===== src/rtl/cpu_ctrl_pkg.sv =====
// Shared control definitions: sequencer states, ALU opcodes and opcode classification helpers.
package cpu_ctrl_pkg;

    localparam int unsigned OPC_ARG_W = 16;

    typedef enum logic [3:0] {
        S_IDLE,
        S_T0,
        S_T1,
        S_T1W,
        S_T2,
        S_T3,
        S_T4,
        S_T5,
        S_T6,
        S_DONE,
        S_TRAP
    } state_e;

    localparam logic [OPC_ARG_W-1:0] OP_ADD = 16'd3;
    localparam logic [OPC_ARG_W-1:0] OP_SUB = 16'd4;
    localparam logic [OPC_ARG_W-1:0] OP_AND = 16'd5;
    localparam logic [OPC_ARG_W-1:0] OP_OR  = 16'd6;
    localparam logic [OPC_ARG_W-1:0] OP_SHR = 16'd7;
    localparam logic [OPC_ARG_W-1:0] OP_SHL = 16'd8;
    localparam logic [OPC_ARG_W-1:0] OP_ROR = 16'd9;
    localparam logic [OPC_ARG_W-1:0] OP_ROL = 16'd10;
    localparam logic [OPC_ARG_W-1:0] OP_MUL = 16'd15;
    localparam logic [OPC_ARG_W-1:0] OP_DIV = 16'd16;

    // Single-bit datapath strobes, grouped so the FSM can clear them in one default.
    typedef struct packed {
        logic PCout;
        logic MARin;
        logic IncPC;
        logic PCin;
        logic Read;
        logic MDRin;
        logic MDRout;
        logic IRin;
        logic Yin;
        logic Zin;
        logic Zlowout;
        logic Zhighout;
        logic LOin;
        logic HIin;
    } strobes_t;

    function automatic logic is_legal(input logic [OPC_ARG_W-1:0] op);
        logic ok;
        ok = 1'b0;
        case (op)
            OP_ADD, OP_SUB, OP_AND, OP_OR, OP_SHR,
            OP_SHL, OP_ROR, OP_ROL, OP_MUL, OP_DIV: ok = 1'b1;
            default:                                ok = 1'b0;
        endcase
        return ok;
    endfunction

    // Wide ops return a 64-bit result written back through LO then HI.
    function automatic logic is_wide(input logic [OPC_ARG_W-1:0] op);
        return (op == OP_MUL) || (op == OP_DIV);
    endfunction

endpackage


===== src/rtl/alu_seq_ctrl_if.sv =====
// Handshake and strobe bundle between the control sequencer (master) and the datapath (slave).
interface alu_seq_ctrl_if #(
    parameter int unsigned DATA_W = 32,
    parameter int unsigned NREGS  = 16,
    parameter int unsigned OP_W   = 5
);
    logic              start;
    logic              mem_ready;
    logic [DATA_W-1:0] IR;

    logic PCout, MARin, IncPC, PCin, Read, MDRin, MDRout, IRin;
    logic Yin, Zin, Zlowout, Zhighout, LOin, HIin;

    logic [NREGS-1:0]  Rout;
    logic [NREGS-1:0]  Rin;
    logic [OP_W-1:0]   alu_op;
    logic              done;
    logic              illegal;

    modport master (
        input  start, mem_ready, IR,
        output PCout, MARin, IncPC, PCin, Read, MDRin, MDRout, IRin,
               Yin, Zin, Zlowout, Zhighout, LOin, HIin,
               Rout, Rin, alu_op, done, illegal
    );

    modport slave (
        output start, mem_ready, IR,
        input  PCout, MARin, IncPC, PCin, Read, MDRin, MDRout, IRin,
               Yin, Zin, Zlowout, Zhighout, LOin, HIin,
               Rout, Rin, alu_op, done, illegal
    );
endinterface


===== src/rtl/reg_decode.sv =====
// Binary register index to one-hot select, all zeros when disabled.
module reg_decode #(
    parameter int unsigned NREGS  = 16,
    parameter int unsigned REG_AW = $clog2(NREGS)
) (
    input  logic              en_i,
    input  logic [REG_AW-1:0] sel_i,
    output logic [NREGS-1:0]  onehot_o
);

    always_comb begin
        onehot_o = '0;
        if (en_i) begin
            onehot_o[sel_i] = 1'b1;
        end
    end

endmodule


===== src/rtl/alu_seq_ctrl.sv =====
// Hardwired fetch/execute sequencer for three-register ALU instructions on the single-bus datapath.
module alu_seq_ctrl
    import cpu_ctrl_pkg::*;
#(
    parameter int unsigned DATA_W = 32,
    parameter int unsigned NREGS  = 16,
    parameter int unsigned OP_W   = 5
) (
    input  logic           Clock,
    input  logic           Resetn,
    alu_seq_ctrl_if.master bus
);

    localparam int unsigned REG_AW = $clog2(NREGS);
    localparam int unsigned LOW_W  = DATA_W - OP_W - 3 * REG_AW;

    state_e            state_q, state_d;
    strobes_t          strb;
    logic [OP_W-1:0]   opcode;
    logic [REG_AW-1:0] ra, rb, rc;
    logic [REG_AW-1:0] rout_sel;
    logic              rout_en, rin_en;
    logic              legal, wide;
    logic [OP_W-1:0]   alu_op_c;
    logic              done_c, illegal_c;
    logic              ir_low_unused;

    assign opcode = bus.IR[DATA_W-1 -: OP_W];
    assign ra     = bus.IR[DATA_W-OP_W-1 -: REG_AW];
    assign rb     = bus.IR[DATA_W-OP_W-REG_AW-1 -: REG_AW];
    assign rc     = bus.IR[DATA_W-OP_W-2*REG_AW-1 -: REG_AW];
    assign ir_low_unused = ^bus.IR[LOW_W-1:0];

    assign legal = is_legal(OPC_ARG_W'(opcode));
    assign wide  = is_wide(OPC_ARG_W'(opcode));

    always_ff @(posedge Clock) begin
        if (!Resetn) begin
            state_q <= S_IDLE;
        end else begin
            state_q <= state_d;
        end
    end

    // Next state and Moore strobes; IR only steers decode from T3 on.
    always_comb begin
        state_d   = state_q;
        strb      = '0;
        rout_en   = 1'b0;
        rout_sel  = rb;
        rin_en    = 1'b0;
        alu_op_c  = '0;
        done_c    = 1'b0;
        illegal_c = 1'b0;
        case (state_q)
            S_IDLE: begin
                if (bus.start) state_d = S_T0;
            end
            S_T0: begin
                strb.PCout = 1'b1;
                strb.MARin = 1'b1;
                strb.IncPC = 1'b1;
                strb.Zin   = 1'b1;
                state_d    = S_T1;
            end
            S_T1: begin
                strb.Zlowout = 1'b1;
                strb.PCin    = 1'b1;
                strb.Read    = 1'b1;
                strb.MDRin   = 1'b1;
                state_d      = bus.mem_ready ? S_T2 : S_T1W;
            end
            S_T1W: begin
                strb.Read  = 1'b1;
                strb.MDRin = 1'b1;
                if (bus.mem_ready) state_d = S_T2;
            end
            S_T2: begin
                strb.MDRout = 1'b1;
                strb.IRin   = 1'b1;
                state_d     = S_T3;
            end
            S_T3: begin
                if (legal) begin
                    rout_en  = 1'b1;
                    strb.Yin = 1'b1;
                    state_d  = S_T4;
                end else begin
                    state_d  = S_TRAP;
                end
            end
            S_T4: begin
                rout_en  = 1'b1;
                rout_sel = rc;
                strb.Zin = 1'b1;
                alu_op_c = opcode;
                state_d  = S_T5;
            end
            S_T5: begin
                strb.Zlowout = 1'b1;
                if (wide) begin
                    strb.LOin = 1'b1;
                    state_d   = S_T6;
                end else begin
                    rin_en    = 1'b1;
                    state_d   = S_DONE;
                end
            end
            S_T6: begin
                strb.Zhighout = 1'b1;
                strb.HIin     = 1'b1;
                state_d       = S_DONE;
            end
            S_DONE: begin
                done_c  = 1'b1;
                state_d = bus.start ? S_T0 : S_IDLE;
            end
            S_TRAP: begin
                illegal_c = 1'b1;
            end
            default: begin
                state_d = S_IDLE;
            end
        endcase
    end

    reg_decode #(.NREGS(NREGS), .REG_AW(REG_AW)) u_rout_dec (
        .en_i     (rout_en),
        .sel_i    (rout_sel),
        .onehot_o (bus.Rout)
    );

    reg_decode #(.NREGS(NREGS), .REG_AW(REG_AW)) u_rin_dec (
        .en_i     (rin_en),
        .sel_i    (ra),
        .onehot_o (bus.Rin)
    );

    assign bus.PCout    = strb.PCout;
    assign bus.MARin    = strb.MARin;
    assign bus.IncPC    = strb.IncPC;
    assign bus.PCin     = strb.PCin;
    assign bus.Read     = strb.Read;
    assign bus.MDRin    = strb.MDRin;
    assign bus.MDRout   = strb.MDRout;
    assign bus.IRin     = strb.IRin;
    assign bus.Yin      = strb.Yin;
    assign bus.Zin      = strb.Zin;
    assign bus.Zlowout  = strb.Zlowout;
    assign bus.Zhighout = strb.Zhighout;
    assign bus.LOin     = strb.LOin;
    assign bus.HIin     = strb.HIin;
    assign bus.alu_op   = alu_op_c;
    assign bus.done     = done_c;
    assign bus.illegal  = illegal_c;

endmodule


===== src/flat_wrapper.sv =====
// flat-port wrapper written by rule: the top's interface ports become plain ports
module alu_seq_ctrl_flat import cpu_ctrl_pkg::*;
#(
    parameter int unsigned DATA_W = 32,
    parameter int unsigned NREGS  = 16,
    parameter int unsigned OP_W   = 5
)
  (Clock, Resetn, bus_start, bus_mem_ready, bus_IR, bus_PCout, bus_MARin, bus_IncPC, bus_PCin, bus_Read, bus_MDRin, bus_MDRout, bus_IRin, bus_Yin, bus_Zin, bus_Zlowout, bus_Zhighout, bus_LOin, bus_HIin, bus_Rout, bus_Rin, bus_alu_op, bus_done, bus_illegal);
  alu_seq_ctrl_if #(.DATA_W(DATA_W), .NREGS(NREGS), .OP_W(OP_W)) bus_i ();
  input  logic Clock;
  input  logic Resetn;
  input wire logic [$bits(bus_i.start)-1:0] bus_start;
  input wire logic [$bits(bus_i.mem_ready)-1:0] bus_mem_ready;
  input wire logic [$bits(bus_i.IR)-1:0] bus_IR;
  output wire logic [$bits(bus_i.PCout)-1:0] bus_PCout;
  output wire logic [$bits(bus_i.MARin)-1:0] bus_MARin;
  output wire logic [$bits(bus_i.IncPC)-1:0] bus_IncPC;
  output wire logic [$bits(bus_i.PCin)-1:0] bus_PCin;
  output wire logic [$bits(bus_i.Read)-1:0] bus_Read;
  output wire logic [$bits(bus_i.MDRin)-1:0] bus_MDRin;
  output wire logic [$bits(bus_i.MDRout)-1:0] bus_MDRout;
  output wire logic [$bits(bus_i.IRin)-1:0] bus_IRin;
  output wire logic [$bits(bus_i.Yin)-1:0] bus_Yin;
  output wire logic [$bits(bus_i.Zin)-1:0] bus_Zin;
  output wire logic [$bits(bus_i.Zlowout)-1:0] bus_Zlowout;
  output wire logic [$bits(bus_i.Zhighout)-1:0] bus_Zhighout;
  output wire logic [$bits(bus_i.LOin)-1:0] bus_LOin;
  output wire logic [$bits(bus_i.HIin)-1:0] bus_HIin;
  output wire logic [$bits(bus_i.Rout)-1:0] bus_Rout;
  output wire logic [$bits(bus_i.Rin)-1:0] bus_Rin;
  output wire logic [$bits(bus_i.alu_op)-1:0] bus_alu_op;
  output wire logic [$bits(bus_i.done)-1:0] bus_done;
  output wire logic [$bits(bus_i.illegal)-1:0] bus_illegal;
  assign bus_i.start = bus_start;
  assign bus_i.mem_ready = bus_mem_ready;
  assign bus_i.IR = bus_IR;
  assign bus_PCout = bus_i.PCout;
  assign bus_MARin = bus_i.MARin;
  assign bus_IncPC = bus_i.IncPC;
  assign bus_PCin = bus_i.PCin;
  assign bus_Read = bus_i.Read;
  assign bus_MDRin = bus_i.MDRin;
  assign bus_MDRout = bus_i.MDRout;
  assign bus_IRin = bus_i.IRin;
  assign bus_Yin = bus_i.Yin;
  assign bus_Zin = bus_i.Zin;
  assign bus_Zlowout = bus_i.Zlowout;
  assign bus_Zhighout = bus_i.Zhighout;
  assign bus_LOin = bus_i.LOin;
  assign bus_HIin = bus_i.HIin;
  assign bus_Rout = bus_i.Rout;
  assign bus_Rin = bus_i.Rin;
  assign bus_alu_op = bus_i.alu_op;
  assign bus_done = bus_i.done;
  assign bus_illegal = bus_i.illegal;
  alu_seq_ctrl #(.DATA_W(DATA_W), .NREGS(NREGS), .OP_W(OP_W)) u_core (.Clock(Clock), .Resetn(Resetn), .bus(bus_i));
endmodule

===== config.mk =====
export PLATFORM = sky130hd
export DESIGN_NAME = alu_seq_ctrl_flat
export DESIGN_NICKNAME = d
export VERILOG_FILES = /design/src/rtl/cpu_ctrl_pkg.sv /design/src/rtl/alu_seq_ctrl_if.sv /design/src/rtl/reg_decode.sv /design/src/rtl/alu_seq_ctrl.sv /design/src/flat_wrapper.sv
export SDC_FILE = /design/constraint.sdc
export NUM_CORES = 1
export LEC_CHECK = 0
export CAP_MARGIN = 20
export CORE_AREA = 2 2 63 65
export DETAILED_ROUTE_END_ITERATION = 10
export DIE_AREA = 0 0 65 67
export HOLD_SLACK_MARGIN = 0.15
export PLACE_DENSITY = 0.66
export RECOVER_POWER = 100
export REMOVE_ABC_BUFFERS = 1
export SYNTH_ARGS = -nofsm -noshare
export SYNTH_HDL_FRONTEND = slang
export SYNTH_SLANG_ARGS = --single-unit

===== constraint.sdc =====
create_clock -name Clock -period 2.2 [get_ports Clock]
set_input_delay 0.33 -clock Clock [delete_from_list [all_inputs] [get_ports Clock]]
set_output_delay 0.33 -clock Clock [all_outputs]
set_load 0.02 [all_outputs]

Word level (Yosys, flattened, before mapping)
Memories as Yosys holds them, arrays and structs flattened.
Cells that the tools add are included.
{"block": "op_classes", "order_cmp": 4, "eq_ne": 14, "mux": 31, "bitwise_logic": 1, "reduce_logical": 8}
{"operator": "$pmux 4 s11", "n": 1}
{"operator": "$mux 16", "n": 2}
{"operator": "$eq 4x3->1 const B", "n": 4}
{"operator": "$mux 1", "n": 16}
{"operator": "$mux 4", "n": 4}
{"operator": "$eq 4x4->1 const B", "n": 3}
{"operator": "$lt 4x5->1 const B", "n": 2}
{"operator": "$demux 1 s4", "n": 2}
{"operator": "$eq 4x2->1 const B", "n": 2}
{"operator": "$ge 4x1->1 const B", "n": 2}
{"operator": "$mux 3", "n": 2}
{"operator": "$reduce_or 2->1", "n": 3}
{"operator": "$eq 5x4->1 const B", "n": 1}
{"operator": "$eq 5x5->1 const B", "n": 1}
{"operator": "$mux 5", "n": 1}
{"operator": "$eq 4x1->1 const B", "n": 1}
{"operator": "$logic_not 4->1", "n": 1}
{"operator": "$mux 2", "n": 2}
{"operator": "$ne 2x2->1 const B", "n": 2}
{"operator": "$reduce_and 3->1", "n": 1}
{"operator": "$logic_and 1x1->1", "n": 2}
{"operator": "$pmux 1 s2", "n": 1}
{"operator": "$logic_or 1x1->1", "n": 1}
{"operator": "$not 1->1", "n": 1}
{"block": "word_totals", "register_bits": 4, "romBits": 32, "input_bits": 36, "output_inout_bits": 53, "wordCells": 60, "mem_count": 1}
{"name": "(name not given)", "depth": 32, "word_bits": 1, "read_ports": 1, "rd_ports_with_merged_regs": 0, "write_ports": 0, "line_no": "cpu_ctrl_pkg.sv:52", "text": "case (op)"}

Longest topological paths before layout
{"block": "logic_depth", "word_depth": 7, "mapped_depth": 7, "ltp_nobuf": 4}

Hierarchy
Synthesis repeated with hierarchy kept, for this count alone.
{"block": "hier_totals", "hier_cells": 134, "hier_area_um2": 833.3}
{"mod": "alu_seq_ctrl", "n_inst": 1, "cells_each": 88, "area_per_inst_um2": 595.6, "seq_area_each_um2": 80.1}
{"mod": "reg_decode at u_core.u_rin_dec", "n_inst": 1, "cells_each": 23, "area_per_inst_um2": 120.1, "seq_area_each_um2": 0.0}
{"mod": "reg_decode at u_core.u_rout_dec", "n_inst": 1, "cells_each": 23, "area_per_inst_um2": 117.6, "seq_area_each_um2": 0.0}

Worst setup path after synthesis
OpenSTA, ideal clock, no wires.
{"block": "synth_timing", "path_type": "reg-to-output", "from": "register u_core.state_q[1]", "to": "output port bus_Rin[1]", "arrival_ps": 2038, "required_time_ps": 1870, "setup_slack_ps": -168, "stages_incl_launch_ff": 6, "path_buffers": 2, "path_cell_list": "dfxtp_1 > clkbuf_1 > nand2b_1 > or4_4 > buf_6 > nor4_1"}
{"block": "synth_via", "elab_chain_cells": 3}
{"element": "start: declaration", "line_no": "alu_seq_ctrl.sv:17", "text": "state_e state_q, state_d;"}
{"element": "start signal: assignment", "line_no": "alu_seq_ctrl.sv:41", "text": "state_q <= state_d;"}
{"element": "$eq 4x3->1", "line_no": "alu_seq_ctrl.sv:55", "text": "case (state_q)"}
{"element": "$mux 1", "line_no": "alu_seq_ctrl.sv:55"}
{"element": "$mux 16", "line_no": "reg_decode.sv:13", "text": "if (en_i) begin"}
{"element": "end: declaration", "line_no": "flat_wrapper.sv:30", "text": "output wire logic [$bits(bus_i.Rin)-1:0] bus_Rin;"}
No other way between the ends.

Worst setup path in the final report
{"block": "layout_timing", "from": "register u_core.state_q[2]", "to": "output port bus_Rin[0]"}
The elaborated chain is that of the path after synthesis.

==> flow_summary.yaml <==
sta:
  fin_skew_ns: 0.000423
  setup_violations: 0
  period_needed_ns: 2.15
  worst_slew_pin_slew_ns: 0.425
  relSlewSlack_pct: 71.5
  final_max_slew_viol_count: 0
  setup_ws_ns: 0.0477
  clock.fmax_mhz: 465
  fin_crit_sh_pct: 97.8
  finalHoldViolCount: 0
  whs_ns: 0.683
placement:
  port_buffers: 73
  dp_cells: 282
  dpl_cell_area_um2: 1820
  gp_congestion: 0.802
  place_ws_ns: -0.732
  dp_hpwl_um: 2670
pwr:
  leakage_nw: 0.782
  ir_drop_v: 0.000141
  power_mw: 0.635
  powerDensity_nw_per_um2: 341
detailed_routing:
  drt-met1-wl_um: 1840
  drtAntennaViolNets: 0
  drc: 0
  wl_per_cell_um: 13.6
  drt-total-wl_um: 3920
  drt_iter0_markers: 80
  first_pass_iters: 4
  routed.top_layer: "met4"
  wl_met2_um: 1830
  wl_met3_um: 194
  vias_per_cell: 5.13
  num_vias: 1478
cells_and_area:
  final_common_cell: "clkbuf_2"
  nets: 278
  reg_top3: "u_core.state_q (4)"
  multi_input_area_um2: 886
  final_cell_mix: "clkbuf_2 (22), a21oi_1 (21), buf_4 (20), nor3_1 (15), dlygate4sd2_1 (15)"
  num_antenna_cells: 0
  final_area_um2: 1860
  ff_latch_area_um2: 83.8
  final_layout_size_suffix_gt1_share_pct: 35.4
  nFillCells: 377
  largest_register_ffs: 4
  regMostFlops: "u_core.state_q"
  final_cells: 288
  synthToLayoutAreaGrowth_pct: 99.3
clocking:
  numClockSinks: 4
  cts_tree: "built"
  cts_buffers: 3
  postCtsHoldBufs: 0
  clockBufferDepth: 2
  path_clk_slew_ns: 0.03
  clk_latency_ns: 0.22
  cts-root-buf: "clkbuf_8"
  cts.htree.levels: 1
floorplan:
  fp.dieW_um: 65
  rows: 22
  ios: 89
  die_h_um: 67
  fp.dieArea_um2: 4360
  initial_core_util_pct: 25.9
  core-area_um2: 3610
setup_path:
  cp_top_family: "simple AND/OR/NAND/NOR gates"
  crit_buf_inv: 1
  crit_path_start: "u_core.state_q[2]"
  slowest_stage: "or4_4"
  cp_max_fo: 8
  timing.rr.start: "u_core.state_q[3]"
  path_cells: "nand2_2 -> or4_4 -> nor4b_2 -> clkbuf_2"
  cp-start-kind: "flip-flop"
  worstSetupPathType: "flip-flop to output port"
  crit_arrival_ns: 1.82
  cp-end-kind: "output port"
  max_stage_delay_ns: 0.58
  cp.required_ns: 1.87
synth:
  yosysWarnings: 0
  yosysUniqueCellTypes: 33
  netlist_area_um2: 935
  ys_ff_latch: 4
  netlist_top_cells_area: "a21oi_1 (11%), nor3_1 (9.6%), dfxtp_1 (8.6%), nand2_1 (5.6%), nand2b_1 (5.4%)"
  avgSynthCellArea_um2: 6.27
  ys_seq_area_share_pct: 8.57
  synthCells: 149
  synth_top_area_share_pct: 11.2
  yosys.area.top_type: "a21oi_1"
run_status:
  status: "completed"
global_routing:
  grt_pass1_vias: 1332
  grt_max_degree: 14
  grt_pass1_wl_um: 6050
  grtUsageTotal_pct: 17.3
  antenna_found_initial: 0
  grt.overflow.total: 0
worst_hold_path:
  hold_path.class: "flip-flop to flip-flop"
  hold_start: "u_core.state_q[1]"
run:
  maxCapViolCount: 0
kinds of logic (layout without fill, tap and decap cells):
| logic type | Yosys count | count (layout) | synth area share, % |
|---|---|---|---|
| buf+inv | 19 | 108 | 12.4 |
| flops | 4 | 4 | 8.57 |
| compound gates | 42 | 42 | 26.8 |
| simple gates | 84 | 86 | 52.2 |
worst paths after layout:
| path | end | slack [ns] | cells past startpoint |
|---|---|---|---|
| max | bus_Rin[0] | 0.05 | 4 |
| min | u_core.state_q[1] | 0.68 | 3 |
| max reg2reg | u_core.state_q[2] | 0.63 | 6 |
| min reg2reg | u_core.state_q[1] | 0.68 | 3 |
worst min-delay path, delay by kind of cell, from the launching register on:
family | cells | cell delay, ns
buffers and inverters | 1 | 0.17
DFF | 1 | 0.35
and+or+nand+nor | 1 | 0.06
AOI/OAI and AO/OA | 1 | 0.06
layer usage:
metal  track usage (%)  up-vias
li1                  -      745
met1              22.7      669
met2              28.7       56
met3              2.53        8
met4              6.38        0
met5                 0        -
what timing repair did:
action / 4_1_cts / 5_1_grt
setup buffers: 0 / 1
resized for setup: 148 / 45
cloned: 2 / 0
setup endpoints to repair: 45 / 29
pin swaps: 4 / 4
synthesized netlist by cell type, drive strengths merged:
| cell | instances |
|---|---|
| nand2 | 14 |
| nor3 | 18 |
| nor4 | 9 |
| or4 | 2 |
| a2bb2oi | 2 |
| clkbuf | 6 |
| a211oi | 3 |
| and4bb | 1 |
| a31oi | 5 |
| o21bai | 2 |
| nand3 | 6 |
| a21oi | 21 |
| a22oi | 1 |
| nor4b | 2 |
| o21ai | 5 |
| a32oi | 1 |
| nor2 | 8 |
| nand3b | 1 |
| nand2b | 8 |
| a21o | 1 |
| buf | 8 |
| and3 | 2 |
| nor3b | 5 |
| inv | 5 |
| and2 | 6 |
| nand4bb | 2 |
| o311a | 1 |
| dfxtp | 4 |
stage by stage:
step	utilization, %	TNS (ns)
5_1_grt	51.7	-0.0401
6_report	51.7	0
2_1_floorplan	-	-2.29
4_1_cts	50.6	0
3_5_place_dp	50.6	-17.67
3_3_place_gp	50.6	-17.41
where the power goes:
group | internal [mW] | leakage (nW) | switching, mW | total, mW
clock | 0.117 | 0.0216 | 0.0393 | 0.156
sequential | 0.0854 | 0.0338 | 0.0211 | 0.106
combinational | 0.171 | 0.726 | 0.201 | 0.372
cell type report:
class                   count  area share, %
inverters                   5           1.01
well taps                  48           3.22
flip-flops and latches      4           4.50
clock buffers               3           2.22
multi-input cells         128           47.5
repair buffers            100           41.5
Note: power is estimated with default switching activity, not from simulation.
